==> config.mk <==
export PLATFORM = sky130hd
export DESIGN_NAME = ap_unsi_div_4b_seq
export DESIGN_NICKNAME = d
export VERILOG_FILES = /design/src/rtl/ap_unsi_div_4b_seq.sv
export SDC_FILE = /design/constraint.sdc
export NUM_CORES = 1
export LEC_CHECK = 0
export CORE_AREA = 5 5 64 66
export DETAILED_ROUTE_END_ITERATION = 10
export DIE_AREA = 0 0 69 71
export GPL_TIMING_DRIVEN = 0
export PLACE_DENSITY_LB_ADDON = 0.25
export SYNTH_ARGS = -nofsm -noshare
export SYNTH_HDL_FRONTEND = slang
export SYNTH_SLANG_ARGS = --single-unit
==> constraint.sdc <==
create_clock -name clk -period 2.86 [get_ports clk]
set_input_delay 0.858 -clock clk [delete_from_list [all_inputs] [get_ports clk]]
set_output_delay 0.858 -clock clk [all_outputs]
set_load 0.005 [all_outputs]
==> src/rtl/ap_unsi_div_4b_seq.sv <==
// Sequential radix-2 restoring unsigned divider: 2*DW-bit dividend / DW-bit divisor,
// one quotient bit per cycle, valid/ready handshake on both sides.
module ap_unsi_div_4b_seq #(
  parameter int unsigned DW = 4
) (
  input  logic            clk,
  input  logic            rst_n,
  input  logic            in_vld,
  output logic            in_rdy,
  input  logic [2*DW-1:0] dvd,
  input  logic [DW-1:0]   dvs,
  output logic            out_vld,
  input  logic            out_rdy,
  output logic [2*DW-1:0] quot,
  output logic [DW-1:0]   rem,
  output logic            dz
);

  localparam int unsigned QW = 2 * DW;
  localparam int unsigned CW = (QW > 1) ? $clog2(QW) : 1;

  typedef enum logic [1:0] {
    IDLE,
    BUSY,
    DONE
  } state_t;

  state_t          state, state_nxt;
  logic [QW-1:0]   wq;
  logic [DW-1:0]   prem;
  logic [DW-1:0]   dvs_r;
  logic [CW-1:0]   cnt;

  logic            accept;
  logic            last;
  logic [DW:0]     t;
  logic            ge;
  logic [DW-1:0]   diff;
  logic [DW-1:0]   prem_nxt;
  logic [QW-1:0]   wq_nxt;

  assign accept = in_vld && in_rdy;
  assign last   = (cnt == CW'(QW - 1));

  // prem stays below dvs, so its extra MSB is always zero and only t carries it;
  // the subtraction can therefore be done modulo 2^DW.
  always_comb begin
    t        = {prem, wq[QW-1]};
    ge       = (t >= {1'b0, dvs_r});
    diff     = t[DW-1:0] - dvs_r;
    prem_nxt = ge ? diff : t[DW-1:0];
    wq_nxt   = {wq[QW-2:0], ge};
  end

  always_ff @(posedge clk or negedge rst_n) begin
    if (!rst_n) begin
      state <= IDLE;
    end else begin
      state <= state_nxt;
    end
  end

  always_comb begin
    state_nxt = state;
    case (state)
      IDLE: begin
        if (accept) begin
          state_nxt = (dvs == '0) ? DONE : BUSY;
        end
      end
      BUSY: begin
        if (last) begin
          state_nxt = DONE;
        end
      end
      DONE: begin
        if (out_rdy) begin
          state_nxt = IDLE;
        end
      end
      default: state_nxt = IDLE;
    endcase
  end

  always_comb begin
    in_rdy  = (state == IDLE);
    out_vld = (state == DONE);
  end

  always_ff @(posedge clk or negedge rst_n) begin
    if (!rst_n) begin
      wq    <= '0;
      prem  <= '0;
      dvs_r <= '0;
      cnt   <= '0;
      quot  <= '0;
      rem   <= '0;
      dz    <= 1'b0;
    end else begin
      case (state)
        IDLE: begin
          if (accept) begin
            if (dvs != '0) begin
              wq    <= dvd;
              prem  <= '0;
              dvs_r <= dvs;
              cnt   <= '0;
            end else begin
              quot <= '1;
              rem  <= '0;
              dz   <= 1'b1;
            end
          end
        end
        BUSY: begin
          wq   <= wq_nxt;
          prem <= prem_nxt;
          cnt  <= cnt + CW'(1);
          if (last) begin
            quot <= wq_nxt;
            rem  <= prem_nxt;
            dz   <= 1'b0;
          end
        end
        default: ;
      endcase
    end
  end

endmodule
; ---- After elaboration in Yosys (flattened, before gate mapping)
; Index checks and enable logic that the tools add are counted.
[classes]
eq_ne = 8
multipliers = 0
n_bitwise = 0
reduce_logical = 9
div = 0
add_sub_neg = 2
order_cmp = 1
n_mux = 27
n_shift = 0
[ops]
columns = cell, count
row1 = 8-bit 2-to-1 mux, 5
row2 = 8-bit case mux with 2 select lines, 2
row3 = 4-bit 2-to-1 mux, 6
row4 = 4-bit case mux with 2 select lines, 2
row5 = 3-bit AND reduction, 3
row6 = 2-bit 2-to-1 mux, 4
row7 = 3-bit 2-to-1 mux, 2
row8 = "2-bit by 1-bit inequality test with 1-bit output, second input constant", 3
row9 = 2-bit case mux with 3 select lines, 1
row10 = 3-bit case mux with 2 select lines, 1
row11 = 5-bit by 4-bit greater-or-equal comparator with 1-bit output, 1
row12 = 4-bit zero test, 1
row13 = "2-bit inequality test, second input constant", 2
row14 = 4-bit AND reduction, 1
row15 = 4-bit nonzero test, 1
row16 = 4-bit subtractor, 1
row17 = "3-bit by 1-bit adder with 3-bit output, second input constant", 1
row18 = "3-bit equality test, second input constant", 1
row19 = 1-bit 2-to-1 mux, 3
row20 = "2-bit by 1-bit equality test with 1-bit output, second input constant", 1
row21 = "2-bit equality test, second input constant", 1
row22 = 2-bit zero test, 1
row23 = 1-bit case mux with 2 select lines, 1
row24 = 2-bit nonzero test, 1
row25 = 1-bit logical AND, 1
[totals]
ramBits = 0
inputBits = 16
mem_bits_ro = 0
latchBits = 0
register_bits = 34
memories = 0

; ---- Longest topological paths before layout
[depth]
word_depth = 4
mapped_depth = 7
ltp_nobuf = 7

; ---- Worst setup path before layout
; No wires, ideal clock.
[synth_timing]
path_kind = input-to-reg
startpoint = input port dvs[1]
endpoint = register wq[0]
arrival_ps = 1932
required_time_ps = 2742
path_stages = 6
path_slack_ps = 810
path_cell_list = or4_4 > a21oi_2 > or2_2 > buf_6 > a211oi_2 > a21o_1
[synth_between]
elab_chain_len = 3
[synth_rtl]
columns = item, line
row1 = from (decl), 11  ; input logic [DW-1:0] dvs,
row2 = 4-bit nonzero test, 103  ; if (dvs != '0) begin
row3 = 2-bit by 1-bit inequality test with 1-bit output (no line), --
row4 = 3-bit AND reduction (no line), --
row5 = to (signal assigned), 104  ; wq <= dvd;
row6 = to (signal assigned), 116  ; wq <= wq_nxt;
row7 = to (decl), 29  ; logic [QW-1:0] wq;
; No other way between the ends.
; A chain may end at the register's enable or synchronous reset.

; ---- Worst setup path after layout
[layout_timing]
startpoint = register state[1]
endpoint = output port out_vld
[layout_between]
elab_chain_len = 1
[layout_rtl]
columns = item, line
row1 = from (decl), 28  ; state_t state, state_nxt;
row2 = from (signal assigned), 59  ; state <= state_nxt;
row3 = 2-bit equality test, 87  ; out_vld = (state == DONE);
row4 = to (decl), 12  ; output logic out_vld,
; No other way between the ends.

==> impl_metrics.yaml <==
critical_path:
  max_stage_delay_ns: 0.52
  path_buf_inv: 2
  cp-start-kind: "flip-flop"
  end_kind: "output port"
  path_cells: "inv_1, nor2_1, clkdlybuf4s50_1"
  r2r-end: "prem[1]"
  worstSetupPathType: "reg2out"
  cp.required_ns: 2.00
  ff2ff_path_depth: 6
  r2r_start: "prem[1]"
  crit_fanout: 7
  cp_slowest_cell: "clkdlybuf4s50_1"
  crit_arrival_ns: 1.59
  cp_top_family: "buffers and inverters"
  r2r_slack_ns: 0.82
clock_network:
  cts_setup_buffers: 0
  cts_repair_resize_count: 0
  clockBufferDepth: 2
  cts_buffers: 5
  cts_hold_buf: 0
  root_buffer: "clkbuf_4"
  cts_tree: "built"
  clock_sinks: 34
  cts.clk_slew.worst_paths_ns: 0.10
  htreeDepth: 2
  insertion_delay_ns: 0.33
global_route:
  grt_pass1_vias: 1491
  grt_max_degree: 35
  antenna_found_initial: 0
  grt_pass1_wl_microns: 6748
  grt.overflow.total: 0
  grt_usage_pct: 17.18
finish:
  final_cells: 254
  fill_cells: 336
  regArea_sq_um: 850.8
  multi_input_area_sq_um: 716.9
  drive_gt1_share_pct: 12.62
  n_antenna_cell: 0
  area_growth_pct: 24.17
  nets: 229
logic_synthesis:
  synth_area_sq_um: 1657
  syn_avg_cell_area_sq_um: 9.802
  yosysMostFrequentCell: "dfrtp_1"
  muxShareOfSynthArea_pct: 5.967
  yosysTopAreaCellShare_pct: 51.36
  ys_ff_latch: 34
  synth_fp_nets: 192
  synth_compound_area_share_pct: 16.09
  synth_common_cells: "dfrtp_1 (34), nor2_1 (29), nand2_1 (21)"
  synth.distinct_cells: 31
  synth_simple_gate_area_share_pct: 14.95
  synthArstFlopShare_pct: 100.0
  synth_enable_flop_cells: 0
  synth_warnings: 0
  yosysTopAreaCell: "dfrtp_1"
  syn-instance-count: 169
  yosys.area_share.adder_pct: 5.740
  seq_area_frac_synth_pct: 51.36
  ys_top_cells_by_area: "dfrtp_1 (51%), nor2_1 (6.6%), mux2_2 (4.8%)"
  ys.flop_type: "dfrtp_1"
  synth-xor-area-share_pct: 0.5287
  synth_top_family_by_area: "compound AO/OA/AOI/OAI gates"
placed_design:
  dpl.cell_count: 247
  place_hpwl_microns: 2874
  place.gp.congestion: 0.8754
  portBuffers: 30
detailed_routing:
  routed.top_layer: "met4"
  met1_length_microns: 1685
  wl_per_cell_microns: 15.10
  dr_wl_met3_microns: 152
  post-route-drc-count: 0
  ant_nets: 0
  drt-vias-per-instance: 5.283
  vias: 1342
  drt_iter0_markers: 52
  wirelength_microns: 3836
  drt_first_pass_iters: 4
  routed-wl-met2_microns: 1901
floorplan:
  chipHeight_microns: 71
  die_w_microns: 69
  fp-row-count: 22
  initial_utilization_pct: 47.02
  io_pins: 31
  core_sq_um: 3523
  die_area_sq_um: 4899
pwr:
  power.internal_w: 0.001489
  netSwitchingPower_w: 0.0009939
  pwr-share-comb_pct: 54.2
  power_frac_seq_pct: 36.0
  p_sw_share_pct: 40.02
  p_total_w: 0.002483
  p_leak_nw: 0.9152
  power.density_nw_per_um2: 1207
  clkPwrFrac_pct: 9.9
  irDropWorstVdd_mv: 0.4888
timing:
  max_freq_mhz: 408.9
  period_share_pct: 85.51
  period_needed_ns: 2.446
  setup_viol: 0
  relSlewSlack_pct: 50.17
  drv_slew: 0
  skew_ns: 0.004055
  tns_ns: 0
  grt_setup_unrepaired: "false"
  hold_viol_final: 0
  tightest_slew_ns: 0.7474
worst_hold_path:
  worstHoldPathCells: 1
  holdPathEnd: "prem[3]"
  hp-start: "prem[3]"
  min_path_type: "reg2reg"
outcome:
  outcome: "finished clean"
job:
  max_cap_violations: 0
[registers in the layout, summed over array words and instances, names as in the netlist]
| signal | count |
|---|---|
| dvs_r | 4 |
| rem | 4 |
| dz | 1 |
| quot | 8 |
| prem | 4 |
| state | 2 |
| cnt | 3 |
| wq | 8 |
[power groups by stage]
stage / sequential [W] / combinational (W) / clock (W)
6_report: 0.000894 / 0.00134 / 0.000245
3_5_place_dp: 0.000901 / 0.00135 / 0
4_1_cts: 0.000892 / 0.00136 / 0.000253
3_3_place_gp: 0.000884 / 0.00128 / 0
5_1_grt: 0.000924 / 0.00152 / 0.000274
2_1_floorplan: 0.000865 / 0.000900 / 0
[cell families after synthesis]
kind of cell    count (synthesis)
simple gates                   59
compound gates                 40
fa+ha+maj                       7
buf+inv                        19
flops                          34
xor+xnor                        1
mux                             9
[worst max path at each step]
stage                   end  cells after the start  slack, ns  startpoint
floorplan             wq[0]                      6       0.81      dvs[1]
global placement    quot[6]                      1       0.22       rst_n
detailed placement  quot[0]                      7       0.16      dvs[1]
CTS                 out_vld                      3       0.39    state[1]
global route        out_vld                      3       0.28    state[1]
finish              out_vld                      3       0.41    state[1]
[metal layers]
metal,up-vias,GRT usage (%)
met2,40,28.07
met3,12,4.972
met1,644,20.88
met4,0,8.243
li1,646,-
met5,-,0
[stage by stage]
step                      worst slack [ns]  util, %  instance area, sq um  hold WS, ns
after floorplan                     0.8104        -                  1657       0.4575
after global placement              0.2201    57.24                  2017       0.4684
after detailed placement            0.1600    57.10                  2012       0.5003
after CTS                           0.3898    58.38                  2057       0.5193
after global routing                0.2808    58.38                  2057       0.5372
final                               0.4144    58.38                  2057       0.5160
[layout by cell type, fill, tap and decap left out, types with 5 or more instances in the layout]
cell and n:
o21ai_0 7, a31oi_1 10, mux2_2 7, clkdlybuf4s50_1 29, clkbuf_1 5, dfrtp_1 34
ha_1 6, clkbuf_4 5, inv_1 12, a21oi_1 8, nor2_1 29, nand2_1 21
[area by class of cell]
class,count,area share (%)
Buffer,7,2.129
Sequential cell,34,41.36
Timing Repair Buffer,30,14.36
Clock buffer,7,2.190
Tap cell,48,2.920
Multi-Input combinational cell,116,34.85
Inverter,12,2.190
Note: power is estimated with default switching activity, not from simulation.
